--- config.mk ---
export PLATFORM = sky130hd
export DESIGN_NAME = dice_traffic_seq
export DESIGN_NICKNAME = d
export VERILOG_FILES = /design/src/rtl/dice_traffic_seq.sv
export SDC_FILE = /design/constraint.sdc
export NUM_CORES = 1
export LEC_CHECK = 0
export ABC_CLOCK_PERIOD_IN_PS = 2000
export BUFFER_PORTS_ARGS = -buffer_cell sky130_fd_sc_hd__buf_2
export CAP_MARGIN = 25
export CORE_ASPECT_RATIO = 0.7
export CORE_MARGIN = 2
export CORE_UTILIZATION = 55
export DETAILED_ROUTE_END_ITERATION = 10
export PLACE_DENSITY = 0.79
export SETUP_SLACK_MARGIN = 0.2
export SLEW_MARGIN = 20
export SYNTH_ARGS = -nofsm -noshare
export SYNTH_HDL_FRONTEND = slang
export SYNTH_SLANG_ARGS = --single-unit
--- constraint.sdc ---
create_clock -name clk -period 2 [get_ports clk]
set_input_delay 0.4 -clock clk [delete_from_list [all_inputs] [get_ports clk]]
set_output_delay 0.4 -clock clk [all_outputs]
set_load 0.01 [all_outputs]
--- src/rtl/dice_traffic_seq.sv ---
// rtl/dice_traffic_seq.sv - dice counter and traffic-light sequencer behind a mode select
//
// Two engines share one display output. Only the engine picked by sel
// advances; the other freezes all of its state so it resumes exactly
// where it stopped when selected again.
//
// Ports:
//   clk        in   system clock, rising edge
//   rst        in   synchronous active-high reset (both engines)
//   sel        in   1 = traffic engine, 0 = dice engine
//   button     in   dice advance request, sampled every cycle
//   ped_req    in   pedestrian request, latched until next RED entry
//   result     out  [RES_W] value of the selected engine (combinational mux)
//   roll_valid out  one-cycle pulse after the button falls in dice mode
module dice_traffic_seq #(
    parameter int DICE_FACES       = 6,
    parameter int RES_W            = 4,
    parameter int CNT_W            = 8,
    parameter int RED_CYCLES       = 4,
    parameter int RA_CYCLES        = 1,
    parameter int GREEN_CYCLES     = 6,
    parameter int GREEN_MIN_CYCLES = 2,
    parameter int AMBER_CYCLES     = 2
) (
    input  logic             clk,
    input  logic             rst,
    input  logic             sel,
    input  logic             button,
    input  logic             ped_req,
    output logic [RES_W-1:0] result,
    output logic             roll_valid
);

    // Light encodings are {R,A,G}.
    localparam logic [2:0] ST_RED       = 3'b100;
    localparam logic [2:0] ST_RED_AMBER = 3'b110;
    localparam logic [2:0] ST_GREEN     = 3'b001;
    localparam logic [2:0] ST_AMBER     = 3'b010;

    // A phase advances on the edge where dwell reaches its last value.
    localparam logic [CNT_W-1:0] RED_LAST   = CNT_W'(RED_CYCLES - 1);
    localparam logic [CNT_W-1:0] RA_LAST    = CNT_W'(RA_CYCLES - 1);
    localparam logic [CNT_W-1:0] GREEN_LAST = CNT_W'(GREEN_CYCLES - 1);
    localparam logic [CNT_W-1:0] GMIN_LAST  = CNT_W'(GREEN_MIN_CYCLES - 1);
    localparam logic [CNT_W-1:0] AMBER_LAST = CNT_W'(AMBER_CYCLES - 1);

    localparam logic [RES_W-1:0] FACES_V = RES_W'(DICE_FACES);
    localparam logic [RES_W-1:0] ONE_V   = RES_W'(1);

    logic [RES_W-1:0] dice_q, dice_d;
    logic             btn_q, btn_d;
    logic             rv_q, rv_d;

    logic [2:0]       tl_q, tl_d;
    logic [CNT_W-1:0] dwell_q, dwell_d;
    logic             ped_q, ped_d;

    logic             tl_adv;
    logic [2:0]       tl_nxt;

    // Dice engine
    always_comb begin
        dice_d = dice_q;
        btn_d  = btn_q;
        rv_d   = 1'b0;
        if (!sel) begin
            btn_d = button;
            rv_d  = btn_q & ~button;
            // Out-of-range values self-start to 1 whatever the button does.
            if (dice_q == '0 || dice_q > FACES_V) begin
                dice_d = ONE_V;
            end else if (button) begin
                dice_d = (dice_q == FACES_V) ? ONE_V : dice_q + ONE_V;
            end
        end
    end

    // Traffic engine
    always_comb begin
        tl_adv = 1'b0;
        tl_nxt = ST_RED;
        case (tl_q)
            ST_RED: begin
                tl_adv = (dwell_q == RED_LAST);
                tl_nxt = ST_RED_AMBER;
            end
            ST_RED_AMBER: begin
                tl_adv = (dwell_q == RA_LAST);
                tl_nxt = ST_GREEN;
            end
            ST_GREEN: begin
                // A pending pedestrian request cuts GREEN short once the
                // minimum dwell has been served.
                tl_adv = (dwell_q == GREEN_LAST) || (ped_q && dwell_q >= GMIN_LAST);
                tl_nxt = ST_AMBER;
            end
            ST_AMBER: begin
                tl_adv = (dwell_q == AMBER_LAST);
                tl_nxt = ST_RED;
            end
            default: begin
                tl_adv = 1'b1;
                tl_nxt = ST_RED;
            end
        endcase
    end

    always_comb begin
        tl_d    = tl_q;
        dwell_d = dwell_q;
        ped_d   = ped_q;
        if (sel) begin
            if (tl_adv) begin
                tl_d    = tl_nxt;
                dwell_d = '0;
            end else begin
                dwell_d = dwell_q + CNT_W'(1);
            end
            // Clear on RED entry wins over a simultaneous request.
            if (tl_adv && tl_nxt == ST_RED) begin
                ped_d = 1'b0;
            end else if (ped_req) begin
                ped_d = 1'b1;
            end
        end
    end

    always_ff @(posedge clk) begin
        if (rst) begin
            dice_q  <= '0;
            btn_q   <= 1'b0;
            rv_q    <= 1'b0;
            tl_q    <= ST_RED;
            dwell_q <= '0;
            ped_q   <= 1'b0;
        end else begin
            dice_q  <= dice_d;
            btn_q   <= btn_d;
            rv_q    <= rv_d;
            tl_q    <= tl_d;
            dwell_q <= dwell_d;
            ped_q   <= ped_d;
        end
    end

    assign result     = sel ? RES_W'(tl_q) : dice_q;
    // Gated so a pulse registered on the last dice edge never shows in traffic mode.
    assign roll_valid = rv_q & ~sel;

endmodule

; Word-level counts from Yosys, hierarchy flattened
; Index checks and enable logic that the tools add are counted.
[op_classes]
add_sub_neg = 2
order_cmp = 2
eq_ne = 9
n_mux = 9
bitwise = 4
n_reduce_logical = 12
[op_table]
columns = cell, n
row1 = 4-bit 2-to-1 mux, 4
row2 = 3-bit equality test (second input constant), 3
row3 = 3-bit one-hot mux with 3 select lines, 1
row4 = 8-bit by 1-bit adder with 8-bit output (second input constant), 1
row5 = 8-bit by 1-bit equality test with 1-bit output (second input constant), 1
row6 = 8-bit by 2-bit equality test with 1-bit output (second input constant), 1
row7 = 8-bit by 3-bit equality test with 1-bit output (second input constant), 1
row8 = 8-bit by 1-bit >= comparator with 1-bit output (second input constant), 1
row9 = 8-bit zero test, 1
row10 = 8-bit 2-to-1 mux, 1
row11 = 2-bit AND reduction, 3
row12 = 4-bit by 1-bit adder with 4-bit output (second input constant), 1
row13 = 4-bit by 3-bit equality test with 1-bit output (second input constant), 1
row14 = 4-bit by 3-bit greater-than comparator with 1-bit output (second input constant), 1
row15 = 4-bit zero test, 1
row16 = 1-bit one-hot mux with 4 select lines, 1
row17 = 2-bit nonzero test, 2
row18 = 3-bit by 1-bit equality test with 1-bit output (second input constant), 1
row19 = 3-bit by 2-bit equality test with 1-bit output (second input constant), 1
row20 = 1-bit bitwise AND, 2
row21 = 1-bit logical AND, 2
row22 = 1-bit logical OR, 2
row23 = 1-bit 2-to-1 mux, 2
row24 = 1-bit NOT, 2
row25 = 2-bit OR reduction, 1
[totals]
regBits = 18
in_bits = 5
out_inout_bits = 5
wordCells = 44

; Logic depth before layout (Yosys ltp)
; Gate-level depths: netlist of run 1.
[depth]
word_depth = 7
depth_mapped = 7
depth_no_buf = 7

; Worst setup path after synthesis of run 1
; Ideal clock, no wire load.
[synth_timing]
path_type = flip-flop to flip-flop
startpoint = register dwell_q[3]
endpoint = register dwell_q[4]
setup_time_ns = 0.064
arrival_ns = 1.767
required_ns = 1.936
slack_ns = 0.168
stages_incl_launch_ff = 6
path_buffers = 0
synth_period_minus_slack_ns = 1.832
path_cell_list = dfxtp_1 > or4_1 > o41a_1 > o211a_1 > a211o_1 > nor2_1
[synth_via]
elab_chain_cells = 5
elab_cells_between_ends = 10
cone_classes = 1 x add/sub / 1 x order compare / 3 x eq/ne / 2 x mux / 3 x reduce/logical
[synth_rtl]
columns = item, line_no
row1 = start: declaration, 55  ; logic [CNT_W-1:0] dwell_q, dwell_d;
row2 = start signal: assignment, 141  ; dwell_q <= dwell_d;
row3 = 8-bit by 1-bit >= comparator with 1-bit output, 94  ; tl_adv = (dwell_q == GREEN_LAST) || (ped_q && dwell_q >= GMIN_LAST);
row4 = 1-bit logical AND, 94
row5 = 1-bit logical OR, 94
row6 = 1-bit one-hot mux with 4 select lines, 82  ; case (tl_q)
row7 = 8-bit 2-to-1 mux *, 113  ; if (tl_adv) begin
; Mark *: on every way between the ends. The rest lies on a longest branch, timed or not.
; A chain may end at the register's enable or synchronous reset.

; Worst setup path in the final report of run 1
[layout_timing]
startpoint = register dwell_q[3]
endpoint = register dwell_q[5]
; The elaborated chain is that of the path after synthesis.

==> results of run 1 <==
-- layout by cell type, fill, tap and decap left out, drive strengths merged, types with 4 or more instances in the layout --
cell   instances
a21oi         11
buf           14
dfxtp         18
inv            4
nand2          4
nand3          5
nor2          14
nor2b          5
xor2           4
-- critical path, cell delays in order (launching register included) --
cell and delay (ns):
dfxtp_2 0.34, or4_4 0.53, o41a_1 0.38, o211a_1 0.23
a211o_1 0.27, nor2_1 0.14
-- layout make-up --
cell class                 instances  area, um2  share of cell area
multi-input combinational         91        674               0.566
tap                               22       27.5              0.0231
clock buffer                       3       22.5              0.0189
sequential                        18        370               0.311
timing repair buffer              14       82.6              0.0693
inverter                           4       15.0              0.0126
-- routing by layer --
metal  share of wire  global-route usage  wire (um)
met4          0.0066               0.104         15
met3           0.056              0.0742        129
met1            0.48               0.262       1110
met5               0                   0          0
met2            0.45               0.333       1040
-- stage by stage --
| stage | setup WS, ns | power [mW] | std cells | TNS [ns] |
|---|---|---|---|---|
| finish | 0.0471 | 0.668 | 152 | 0 |
| global placement | 0.153 | 0.483 | 147 | 0 |
| floorplan | 0.192 | 0.458 | 121 | 0 |
| global route | -0.00354 | 0.691 | 152 | -0.00354 |
| detailed placement | 0.0791 | 0.489 | 147 | 0 |
| CTS | 0.104 | 0.664 | 152 | 0 |
-- worst max-delay path by stage --
stage,start,endpoint,slack (ns)
after floorplan,dwell_q[3]$_SDFFE_PP0P_,dwell_q[4]$_SDFFE_PP0P_,0.19
after global placement,dwell_q[4]$_SDFFE_PP0P_,tl_q[2]$_SDFFE_PP1P_,0.15
after detailed placement,dwell_q[3]$_SDFFE_PP0P_,dwell_q[5]$_SDFFE_PP0P_,0.08
after CTS,dwell_q[4]$_SDFFE_PP0P_,dwell_q[5]$_SDFFE_PP0P_,0.10
after global routing,dwell_q[3]$_SDFFE_PP0P_,dwell_q[1]$_SDFFE_PP0P_,-0.004
final,dwell_q[3]$_SDFFE_PP0P_,dwell_q[5]$_SDFFE_PP0P_,0.05
-- state kept, by name (all words and copies together) (netlist names) --
signal and flops:
rv_q 1, dwell_q 8, btn_q 1, ped_q 1, tl_q 3, dice_q 4
-- logic make-up (layout without fill, tap and decap cells) --
logic type / Yosys count / count (layout)
compound gates: 28 / 28
xor+xnor: 5 / 5
fa+ha+maj: 3 / 3
buf+inv: 12 / 21
flops: 18 / 18
mux: 6 / 6
simple gates: 49 / 49
-- repair_timing --
action,CTS,global route
endpoints found under the hold margin,0,0
gates resized for setup,7,11
setup buffers,2,0
setup endpoints to repair,11,13
pin swaps,2,6
-- where the power goes --
group,switching [mW],internal [mW]
Combinational,0.0543,0.0482
Clock,0.110,0.0701
Sequential,0.0152,0.370
Total,0.179,0.488
==> metrics.txt, run 1 <==
status finished, final reports clean; post-route cell area roughly 1200 um2; worst-path maximum fanout 4; DR pass1 iterations 4; top cells by count, synth dfxtp_1, nor2_1, a21oi_1; Cell Pwr Density roughly 560 nW/um2; Clock Latency Late Sink approximately 0.29 ns; Synth warnings 0; io pins 10; f_max between 500 and 600 MHz; reg2reg end dwell_q[5]$_SDFFE_PP0P_; GR Overflow Total 0; initial antenna violation count 0; syn avg cell area between 8 and 9 um2; count leader, synth dfxtp_1; hold buffer count at CTS 0; WP data required roughly 2.2 ns; FP Rows 13; top cell type's share of synthesized area 0.352; post-synthesis compound-gate area fraction 0.190; clk_skew 0.00439 ns; DR DRC count 0; Post-synth ARST share 0; antenna cells 0; max cap viols 0; xor/xnor share of the synthesized area 0.0427; hold_ws between 0.2 and 0.3 ns; Post-Syn Nets 129; sequential area share after synthesis 0.352; Reg clk slew, reported paths 0.10 ns; type of element capturing the critical path register; Worst Path Class, Setup register to register; die area between 2000 and 2500 um2; Post-synth EDFFs 0; area grow syn2layout 16.4%; Tmin final around 2.0 ns; final hold viol count 0; leakage about 0.46 nW; Hold Startpoint button; H-tree Lvls 1; max-slew violations 0; dpl hpwl 1.58 mm; largest net degree at the start of global routing 19; peak supply drop roughly 480 uV; Post-Synth Adder-Cell Area 0.0366; Synth cell types between 40 and 50; fin crit share 0.976; Mapped Area 1020 um2; main combinational cell family by area after synthesis simple AND/OR/NAND/NOR gates; Post-Route WL roughly 2.3 mm; post-synthesis mux area share 0.0623; Util after Layout 0.660; register bit total from synthesis 18; Core Box Area 1810 um2; share of cells above drive strength 1 0.300; synth top area cells dfxtp_1, a21oi_1, nor2_1; Post-DP Area roughly 1100 um2; Vias around 940; Final Net Count 140; Worst EP arrival 2.18 ns; total CTS buffers 3; WHS Endpoint rv_q$_SDFF_PP0_; Worst-Margin Slew about 0.37 ns; root buf cell clkbuf_4; Worst R2R Setup Slack between 0.04 and 0.05 ns; vias in the first global route 829; cell taking the most area after synthesis dfxtp_1; reg2reg start dwell_q[3]$_SDFFE_PP0P_; unrepaired setup endpoints after global routing true; Die H 40.1 um; Post-synth top flop dfxtp_1; TritonCTS clock tree done; Synth Area in Simple Gates 0.272; Post-DRT Antenna Nets 0; Hold Path Class primary input to register; GRT Total Usage 0.210; first-pass GRT wire length 3.55 mm; # fillers ~160; WHS Path Cells 2; Max Root-Sink Buffers 2; Initial Util 0.568; Setup Viol. Count Final 0; DR vias/cell approximately 6.2; RD Place Congestion around 0.85; Mapped Cells 121; die width approximately 56 um; IO buf count 9; TritonCTS Sinks 18; relative slew slack 0.752; Wirelength per Cell approximately 15 um; crit start category register; initial DRC count 57; FF-to-FF path depth 5
Power figures use the tool's default switching activity.
==> run 2, diff against run 1 <==
--- a/config.mk
+++ b/config.mk
@@ -5,14 +5,14 @@
 export SDC_FILE = /design/constraint.sdc
 export NUM_CORES = 1
 export LEC_CHECK = 0
-export ABC_CLOCK_PERIOD_IN_PS = 2000
+export ABC_CLOCK_PERIOD_IN_PS = 1700
 export BUFFER_PORTS_ARGS = -buffer_cell sky130_fd_sc_hd__buf_2
 export CAP_MARGIN = 25
 export CORE_ASPECT_RATIO = 0.7
 export CORE_MARGIN = 2
-export CORE_UTILIZATION = 55
+export CORE_UTILIZATION = 51
 export DETAILED_ROUTE_END_ITERATION = 10
-export PLACE_DENSITY = 0.79
+export PLACE_DENSITY = 0.77
 export SETUP_SLACK_MARGIN = 0.2
 export SLEW_MARGIN = 20
 export SYNTH_ARGS = -nofsm -noshare
==> constraint.sdc (replaced) <==
create_clock -name clk -period 1.7 [get_ports clk]
set_input_delay 0.34 -clock clk [delete_from_list [all_inputs] [get_ports clk]]
set_output_delay 0.34 -clock clk [all_outputs]
set_load 0.01 [all_outputs]
==> metrics.txt, run 2 (synthesis results as in run 1) <==
H-tree Lvls 1; P_sw between 0.2 and 0.25 mW; GR Overflow Total 0; setup slack after layout -0.212 ns; Core Box Area about 1900 um2; Final Net Count 165; Gate power share 0.204; biggest regs dwell_q x8, dice_q x4, tl_q x3; Setup Viol. Count Final 13; initial antenna violation count 0; register area between 300 and 400 um2; type of element capturing the critical path register; clk_skew about 0.011 ns; Seq pwr share 0.491; total CTS buffers 3; leakage 0.624 nW; Clock Latency Late Sink approximately 0.32 ns; Sw Share 0.271; Worst Path Class, Setup register to register; relative slew slack 0.758; largest net degree at the start of global routing 16; DR DRC count 0; GRT Total Usage 0.259; vias in the first global route 967; WHS Path Cells 2; Max Root-Sink Buffers 2; final hold viol count 0; f_max between 500 and 600 MHz; Setup TNS Final -2.27 ns; commonest cells after routing, fill and taps aside buf_4, nor2_1, dfxtp_1, buf_6, a21oi_1; hold buffer count at CTS 0; share of cells above drive strength 1 0.429; Worst-Margin Slew ~0.36 ns; Pint approximately 0.66 mW; Post-Route WL between 3 and 4 mm; die area around 2400 um2; root buf cell clkbuf_4; TritonCTS clock tree done; io pins 10; initial DRC count about 110; Worst EP arrival 2.13 ns; Util after Layout 0.787; peak supply drop between 600 and 700 uV; Hold Path Class primary input to register; Die H 41.5 um; failing checks negative setup slack; status finished, violations left; Initial Util 0.548; die width about 58 um; unrepaired setup endpoints after global routing true; FF-to-FF path depth 7; Reg clk slew, reported paths roughly 0.11 ns; max cap viols 0; number of flip-flops under the largest register name 8; DR vias/cell ~6.4; multi-input logic area approximately 700 um2; area grow syn2layout 43.7%; Tmin final ~1.9 ns; WP data required ~1.9 ns; Wirelength per Cell ~17 um; worst-path maximum fanout 4; fin crit share 1.12; IO buf count 9; Cell Pwr Density roughly 620 nW/um2; antenna cells 0; most common cell after layout, fill and taps aside buf_4; crit start category register; Post-DRT Antenna Nets 0; dpl hpwl between 1.5 and 2 mm; DR pass1 iterations 4; TritonCTS Sinks 18; Vias about 1.1k; # fillers around 130; max-slew violations 0; Largest Register dwell_q; Clk pwr share 0.305; FP Rows 13; first-pass GRT wire length between 4 and 5 mm; RD Place Congestion 0.863
[run 2: cell count changes in the layout (fill, tap and decap cells not counted), moves of 2 or more]
cell	before	now
buf_2	9	6
buf_4	5	23
buf_6	0	10
dfxtp_2	5	3
dfxtp_4	1	4
ha_1	0	3
ha_2	3	0
mux2_2	3	0
mux2_4	0	3
[run 2: critical path: stages (launching register included)]
cell and delay (ns):
dfxtp_2 0.34, or4_4 0.54, buf_4 0.16, nor3_4 0.11, o31a_1 0.25, buf_4 0.16, a311o_1 0.21, a21oi_2 0.05
[run 2: cell type report]
type / instances / share of cell area
inverters: 4 / 0.0102
repair buffers: 39 / 0.214
multi-input cells: 91 / 0.475
flip-flops and latches: 18 / 0.257
well taps: 22 / 0.0187
clock buffers: 4 / 0.0246
[run 2: per-stage QoR]
step           instance area (um2)  power [mW]  hold slack [ns]  setup WS, ns  std cells
2_1_floorplan                 1060       0.553            0.419       -0.0988        121
3_3_place_gp                  1250       0.592            0.467       -0.0971        165
3_5_place_dp                  1250       0.598            0.487        -0.152        165
4_1_cts                       1400       0.883            0.232        -0.173        173
5_1_grt                       1470       0.944            0.230        -0.288        178
6_report                      1470       0.907            0.230        -0.212        178
[run 2: final timing paths]
path	startpoint	end	slack [ns]
max	dwell_q[3]$_SDFFE_PP0P_	tl_q[1]$_SDFFE_PP0P_	-0.21
min reg2reg	btn_q$_SDFFE_PP0N_	rv_q$_SDFF_PP0_	0.49
min	button	rv_q$_SDFF_PP0_	0.23
max reg2reg	dwell_q[3]$_SDFFE_PP0P_	tl_q[1]$_SDFFE_PP0P_	-0.21
[run 2: power groups by stage]
stage | clock network (mW) | logic (mW) | registers (mW)
5_1_grt | 0.301 | 0.196 | 0.447
2_1_floorplan | 0 | 0.0977 | 0.455
4_1_cts | 0.275 | 0.163 | 0.445
3_5_place_dp | 0 | 0.139 | 0.459
3_3_place_gp | 0 | 0.134 | 0.458
6_report | 0.277 | 0.185 | 0.445
[run 2: routing by layer]
layer	wire (um)	GRT usage
met1	1270	0.364
met2	1390	0.377
met3	313	0.0810
met4	90	0.0837
met5	0	0
[run 2: timing repair]
action	in CTS	in global routing
gates cloned	0	0
pin swaps	2	13
buffers inserted	4	5
resized for setup	23	9
endpoints found under the setup margin	16	17
==> run 3, diff against run 2 <==
--- a/config.mk
+++ b/config.mk
@@ -10,9 +10,10 @@
 export CAP_MARGIN = 25
 export CORE_ASPECT_RATIO = 0.7
 export CORE_MARGIN = 2
-export CORE_UTILIZATION = 51
+export CORE_UTILIZATION = 54
+export CTS_BUF_LIST = sky130_fd_sc_hd__clkbuf_4
 export DETAILED_ROUTE_END_ITERATION = 10
-export PLACE_DENSITY = 0.77
+export PLACE_DENSITY = 0.81
 export SETUP_SLACK_MARGIN = 0.2
 export SLEW_MARGIN = 20
 export SYNTH_ARGS = -nofsm -noshare
==> metrics.txt, run 3 (synthesis results as in run 1) <==
f_max just over 500 MHz; DR DRC count 0; dpl hpwl 2.00 mm; first-pass GRT wire length around 5.2 mm; biggest regs dwell_q x8, dice_q x4, tl_q x3; total CTS buffers 3; leakage roughly 0.65 nW; largest net degree at the start of global routing 16; fin cells ~180; relative slew slack 0.758; DR pass1 iterations 4; Critical Path, Cell by Cell or4_4, o41a_1, o211a_1, a211o_1, nor2_1; Post-DRT Antenna Nets 0; Clock Latency Late Sink 0.31 ns; Core Box Area 1820 um2; Setup TNS Final -2.32 ns; type of element capturing the critical path register; io pins 10; unrepaired setup endpoints after global routing true; P_sw 0.266 mW; commonest cells after routing, fill and taps aside buf_4, nor2_1, buf_6, dfxtp_1; Clk pwr share 0.251; Final Net Count 171; Hold Path Class primary input to register; worst-path maximum fanout 4; Critical-path top delay cell or4_4; Design Power about 0.90 mW; DR vias/cell ~6.4; GR Overflow Total 0; Worst-Margin Slew about 0.36 ns; FF-to-FF path depth 5; Die H a little over 40 um; RD Place Congestion between 0.8 and 0.9; Worst EP arrival 2.22 ns; TritonCTS Sinks 18; Post-Route WL around 3.7 mm; Reg clk slew, reported paths 0.10 ns; initial antenna violation count 0; max-slew violations 0; Max Root-Sink Buffers 2; area grow syn2layout 54.2%; H-tree Lvls 1; Pint between 0.6 and 0.7 mW; Util after Layout 0.867; final hold viol count 0; max cap viols 0; CP peak stage delay 0.54 ns; Vias between 1k and 1.5k; GRT Total Usage 0.327; most common cell after layout, fill and taps aside buf_4; failing checks negative setup slack; vias in the first global route 1040; clk_skew a little over 0.004 ns; Largest Register dwell_q; antenna cells 0; root buf cell clkbuf_4; status finished, violations left; Sw Share 0.295; Gate power share 0.251; FP Rows 13; fin crit share 1.16; setup slack after layout -0.275 ns; hold buffer count at CTS 0; Worst Path Class, Setup register to register; Wirelength per Cell just over 20 um; crit start category register; die width approximately 56 um; IO buf count 9; peak supply drop 491 uV; share of cells above drive strength 1 0.522; initial DRC count 76; TritonCTS clock tree done; WP data required ~1.9 ns; Setup Viol. Count Final 12; Placed Instances ~170; Cell Pwr Density around 570 nW/um2; Tmin final 1.98 ns; number of flip-flops under the largest register name 8; WHS Path Cells 2; Initial Util 0.563; Seq pwr share 0.498; die area around 2300 um2
## run 3: changes by cell type in the layout (fill, tap and decap cells not counted), sizes merged
cell	previous run	this run
clkbuf	4	3
buf	39	45
## run 3: metal layers
layer,share of wire,vias up,global-route usage
met4,0.034,0,0.173
met3,0.10,17,0.0871
met2,0.47,85,0.585
li1,-,527,-
met1,0.39,545,0.377
met5,0,-,0
## run 3: cell type report
class | count | area [um2]
clock buffers | 3 | 22.5
inverters | 4 | 17.5
multi-input cells | 91 | 752
fillers | 92 | 241
well taps | 22 | 27.5
repair buffers | 45 | 375
flip-flops and latches | 18 | 385
## run 3: metrics by stage
| stage | hold WS, ns | area [um2] | setup slack, ns |
|---|---|---|---|
| after detailed placement | 0.481 | 1280 | -0.157 |
| final | 0.229 | 1580 | -0.275 |
| after global routing | 0.232 | 1580 | -0.299 |
| after CTS | 0.226 | 1510 | -0.177 |
| after global placement | 0.467 | 1280 | -0.101 |
| after floorplan | 0.419 | 1060 | -0.0988 |
## run 3: worst max-delay path, delay by kind of cell (launching register included)
kind,cells,cell delay [ns]
flops,1,0.33
compound gates,3,0.86
simple gates,2,0.71
## run 3: path summary, 6_finish.rpt
| kind | startpoint | endpoint | slack, ns |
|---|---|---|---|
| max reg2reg | dwell_q[3]$_SDFFE_PP0P_ | dwell_q[4]$_SDFFE_PP0P_ | -0.28 |
| min | button | rv_q$_SDFF_PP0_ | 0.23 |
| max | dwell_q[3]$_SDFFE_PP0P_ | dwell_q[4]$_SDFFE_PP0P_ | -0.28 |
| min reg2reg | btn_q$_SDFFE_PP0N_ | rv_q$_SDFF_PP0_ | 0.50 |
## run 3: power groups by stage
stage	Combinational, mW	Sequential, mW	Clock, mW
5_1_grt	0.238	0.451	0.238
6_report	0.226	0.450	0.226
3_5_place_dp	0.140	0.460	0
4_1_cts	0.186	0.447	0.218
3_3_place_gp	0.133	0.457	0
2_1_floorplan	0.0977	0.455	0
## run 3: repair_timing
item,CTS,global route
pin swaps,8,6
setup endpoints to repair,16,17
gates resized for setup,39,14
buffers inserted,9,2
cloned,0,0
